`src/rtl/hardware_trigger_dispatch.sv`:
```
// hardware_trigger_dispatch: watches 8 external pins against the trigger
// pattern from the store. It queues each rising match as a pending event
// and hands the events to the processor through a level IRQ with an Ack
// handshake.
module hardware_trigger_dispatch #(
  parameter int CNT_W = 4
) (
  input  logic             CLK,
  input  logic             Reset_n,
  input  logic [7:0]       Trig,
  input  logic [7:0]       Pins,
  input  logic             En,
  input  logic             Ack,
  input  logic             Clear,
  output logic             IRQ,
  output logic [7:0]       Event,
  output logic [CNT_W-1:0] Pending,
  output logic             Overflow
);

  typedef enum logic [1:0] {
    IDLE = 2'd0,
    REQ  = 2'd1,
    HOLD = 2'd2
  } state_t;

  localparam logic [CNT_W-1:0] PEND_MAX = '1;
  localparam logic [CNT_W-1:0] PEND_ONE = CNT_W'(1);

  logic [7:0]       s1_q, s1_d;
  logic [7:0]       s2_q, s2_d;
  logic             match_q, match_d;
  logic [7:0]       event_q, event_d;
  logic [CNT_W-1:0] pending_q, pending_d;
  logic             overflow_q, overflow_d;
  logic             irq_q, irq_d;
  state_t           state_q, state_d;

  logic match;
  logic hit;
  logic dec;

  // Match the selected pins, find its rising edge, and detect an accepted acknowledge.
  always_comb begin
    match = En & (Trig != 8'h00) & ((s2_q & Trig) == Trig);
    hit   = match & ~match_q;
    dec   = (state_q == REQ) & Ack;
  end

  // Next-state logic for the synchronizer, event capture, pending queue and handshake FSM.
  always_comb begin
    s1_d       = Pins;
    s2_d       = s1_q;
    match_d    = match;
    event_d    = hit ? s2_q : event_q;
    pending_d  = pending_q;
    overflow_d = overflow_q;
    state_d    = state_q;

    case (state_q)
      IDLE:    if (pending_q != '0) state_d = REQ;
      REQ:     if (Ack) state_d = HOLD;
      HOLD:    if (!Ack) state_d = IDLE;
      default: state_d = IDLE;
    endcase

    if (Clear) begin
      pending_d  = '0;
      overflow_d = 1'b0;
      state_d    = IDLE;
    end else if (hit && !dec) begin
      if (pending_q == PEND_MAX) begin
        overflow_d = 1'b1;
      end else begin
        pending_d = pending_q + PEND_ONE;
      end
    end else if (dec && !hit && (pending_q != '0)) begin
      pending_d = pending_q - PEND_ONE;
    end

    irq_d = (state_d == REQ);
  end

  // Register all state; reset flushes everything, including queued events.
  always_ff @(posedge CLK or negedge Reset_n) begin
    if (!Reset_n) begin
      s1_q       <= 8'h00;
      s2_q       <= 8'h00;
      match_q    <= 1'b0;
      event_q    <= 8'h00;
      pending_q  <= '0;
      overflow_q <= 1'b0;
      irq_q      <= 1'b0;
      state_q    <= IDLE;
    end else begin
      s1_q       <= s1_d;
      s2_q       <= s2_d;
      match_q    <= match_d;
      event_q    <= event_d;
      pending_q  <= pending_d;
      overflow_q <= overflow_d;
      irq_q      <= irq_d;
      state_q    <= state_d;
    end
  end

  assign IRQ      = irq_q;
  assign Event    = event_q;
  assign Pending  = pending_q;
  assign Overflow = overflow_q;

endmodule

```
`config.mk`:
```
export PLATFORM = sky130hd
export DESIGN_NAME = hardware_trigger_dispatch
export DESIGN_NICKNAME = d
export VERILOG_FILES = /design/src/rtl/hardware_trigger_dispatch.sv
export SDC_FILE = /design/constraint.sdc
export NUM_CORES = 1
export LEC_CHECK = 0
export ABC_CLOCK_PERIOD_IN_PS = 3800
export CAP_MARGIN = 10
export CORE_MARGIN = 3
export CORE_UTILIZATION = 47
export DETAILED_ROUTE_END_ITERATION = 7
export GPL_TIMING_DRIVEN = 0
export PLACE_DENSITY = 0.77
export SETUP_SLACK_MARGIN = 0.05
export SYNTH_ARGS = -nofsm -noshare
export SYNTH_HDL_FRONTEND = slang
export SYNTH_SLANG_ARGS = --single-unit
export TNS_END_PERCENT = 10
```
`constraint.sdc`:
```
create_clock -name CLK -period 3.8 [get_ports CLK]
set_clock_uncertainty 0.2 [all_clocks]
set_input_delay 0.57 -clock CLK [delete_from_list [all_inputs] [get_ports CLK]]
set_output_delay 0.57 -clock CLK [all_outputs]
set_load 0.05 [all_outputs]
```
==> impl_metrics.ini <==
[outcome]
outcome = complete, no violations

[cts]
cts.sinks = 33
clock-root-buffer = clkbuf_4
clk_pin_slew_worst_paths_ps = 100
cts_buffers = 5
cts_tree = done
cts_setup_buffers = 0
htree_levels = 2
cts_resized = 0
ctsHoldBuffers = 0
clk_latency_ps = 330
clk_path_buf_depth = 2

[layout]
fin_cells = 174
regArea_um2 = 826
antennaDiodeCount = 0
areaGrowthSynthToFinish_pct = 33.5
fill_cells = 226
drive_above_1_share = 0.153
fin_area_mm2 = 0.00181
multi_input_area_um2 = 483
fin_nets = 168
postLayoutCoreUtil = 0.693

[sta]
holdWs_ps = 156
max_freq_mhz = 297
fin_crit_sh = 0.887
finalSetupTns_ps = 0
hold_viol_final = 0
setup_viol = 0
rsz0062_at_grt = no
tightest_slew_ps = 698
slew_viol_final = 0
relSlewSlack = 0.533
final.min_clock_period_ps = 3370

[placement]
placedCellCount = 167
place_area_mm2 = 0.00175
dpl.hpwl_mm = 1.94
gp_congestion = 0.750
port_buffers = 33

[logic_synthesis]
async_reset_ff_frac = 1.00
synthFlopType = dfrtp_1
netlist_area_mm2 = 0.00136
yosysWarnings = 0
synth_cells = 103
synth_edf_count = 0
synth_fp_nets = 127
avgSynthCellArea_um2 = 13.2
ys_types = 34
seq_area_frac_synth = 0.608
synth-seq-cells = 33

[global_routing]
grt_start_max_net_pins = 21
grt_busiest_layer = met2
use_met1 = 0.214
met3_usage = 0.0691
grt_pass1_wl_mm = 4.57
gr-usage-met2 = 0.284
antenna_found_initial = 0
grt_pass1_vias = 1008
gr-usage-all-layers = 0.176
overflow = 0

[routing]
vias = 961
ant_nets = 0
viasPerCell = 5.52
dr.first_iter.drc_count = 20
first_pass_iters = 4
routed_wl_mm = 2.54
routedWlPerCell_um = 14.6
drcViolationCount = 0

[setup_path]
cp.required_ps = 3840
rrSetupSlack_ps = 800
crit_path_end_kind = flip-flop
cp.arrival_ps = 3410
rr_endpoint = Pending[3]
worstPathCellList = clkdlybuf4s50_1 -> nor2b_1 -> a2111oi_4 -> nand4_2 -> nor2_1 -> buf_4 -> nand2_1 -> ha_1 -> a21o_1 -> a21oi_1 -> a21oi_1 -> a31oi_1 -> nor2_1 -> a211oi_1
critPathKind = primary input to flip-flop
slowest_stage = clkdlybuf4s50_1
critPathLaunchType = primary input
r2r_cells = 13
regToRegStartpoint = s2_q[3]
cp_max_fo = 10
slowest_delay_ps = 420

[power]
power_density_mw_per_mm2 = 608
ir_drop_v = 0.000415
p_leak_nw = 0.800

[run]
drv_cap = 0

[hold_path]
worstHoldStart = s1_q[7]
worstHoldPathCells = 0
hold-path-endpoint = s2_q[7]
hp-class = flip-flop to flip-flop

[floorplanning]
fp.dieH_um = 59.7
ios = 35
core_area_mm2 = 0.00261
die-area_mm2 = 0.00357
initial_core_util = 0.520
num_rows = 18
die_w_um = 59.7
## layout by cell type (no fill, tap or decap), types with 2 or more instances in the layout
cell and instances:
xor2_1 2, a21oi_1 2, ha_1 2, a2111oi_0 2, nor2b_1 3, dfrtp_1 33
mux2_2 8, nand4_1 4, inv_1 10, nand2_1 4, clkbuf_4 5, nor4_1 3
nor2_1 6, o31ai_1 2, clkdlybuf4s50_1 33, o21ai_0 2
## sequential cells by signal, summed over array words and instances (netlist names)
name,flops
s2_q,8
Event,8
state_q,2
IRQ,1
Pending,4
Overflow,1
match_q,1
s1_q,8
## worst max-delay path: cells and delay by family
kind	cells	cell delay [ps]
AO/OA/AOI/OAI	6	1190
AND/OR/NAND/NOR	5	720
buffers and inverters	2	640
adder cells (fa/ha/maj)	1	290
## final cells by class
cell class,instances,area share
clock buffers,6,0.0283
inverters,10,0.0207
plain buffers,2,0.00622
well taps,30,0.0207
repair buffers,34,0.198
multi-input cells,58,0.267
flip-flops and latches,33,0.456
clock inverters,1,0.00414
## synth_stat cells (2+ instances only)
master	number	share of area
a2111oi_0	2	0.013
a21oi_1	2	0.0074
dfrtp_1	33	0.61
ha_1	2	0.018
inv_1	10	0.028
mux2_2	8	0.066
nand2_1	4	0.011
nand4_1	4	0.018
nor2_1	6	0.017
nor2b_1	3	0.014
nor4_1	3	0.014
o21ai_0	2	0.0074
o31ai_1	2	0.011
xor2_1	2	0.013
## kinds of logic (layout without fill, tap and decap cells)
logic type,after synthesis,in the layout,synth area share
DFF,33,33,0.608
and+or+nand+nor,29,29,0.139
AOI/OAI and AO/OA,15,15,0.0968
buffers and inverters,12,53,0.0359
muxes,9,9,0.0737
adders and majority gates,3,3,0.0332
xor gates and xnor gates,2,2,0.0129
## worst max path at each step
stage	startpoint	endpoint	slack, ps	cells past startpoint
3_3_place_gp	Trig[4]	Pending[3]	130	14
4_1_cts	Trig[4]	Pending[3]	440	14
3_5_place_dp	Trig[4]	Pending[3]	80	14
6_report	Trig[4]	Pending[3]	430	14
5_1_grt	Trig[4]	Pending[3]	200	14
2_1_floorplan	Trig[4]	Pending[3]	780	13
## where the power goes
group	internal [W]	switching (W)
sequential	0.000410	0.0000496
combinational	0.000175	0.000266
clock	0.0000865	0.000116
total	0.000671	0.000432
## through the flow
step / worst slack [ps] / power [W]
2_1_floorplan: 783 / 0.000753
3_3_place_gp: 133 / 0.000895
3_5_place_dp: 80.3 / 0.000909
4_1_cts: 438 / 0.00111
5_1_grt: 204 / 0.00117
6_report: 428 / 0.00110
## layer usage
layer / vias to the layer above / wire length (um)
met5: - / 0
met4: 0 / 42
met3: 5 / 174
met2: 29 / 1270
met1: 479 / 1060
li1: 448 / -
Note: power is estimated with default switching activity, not from simulation.
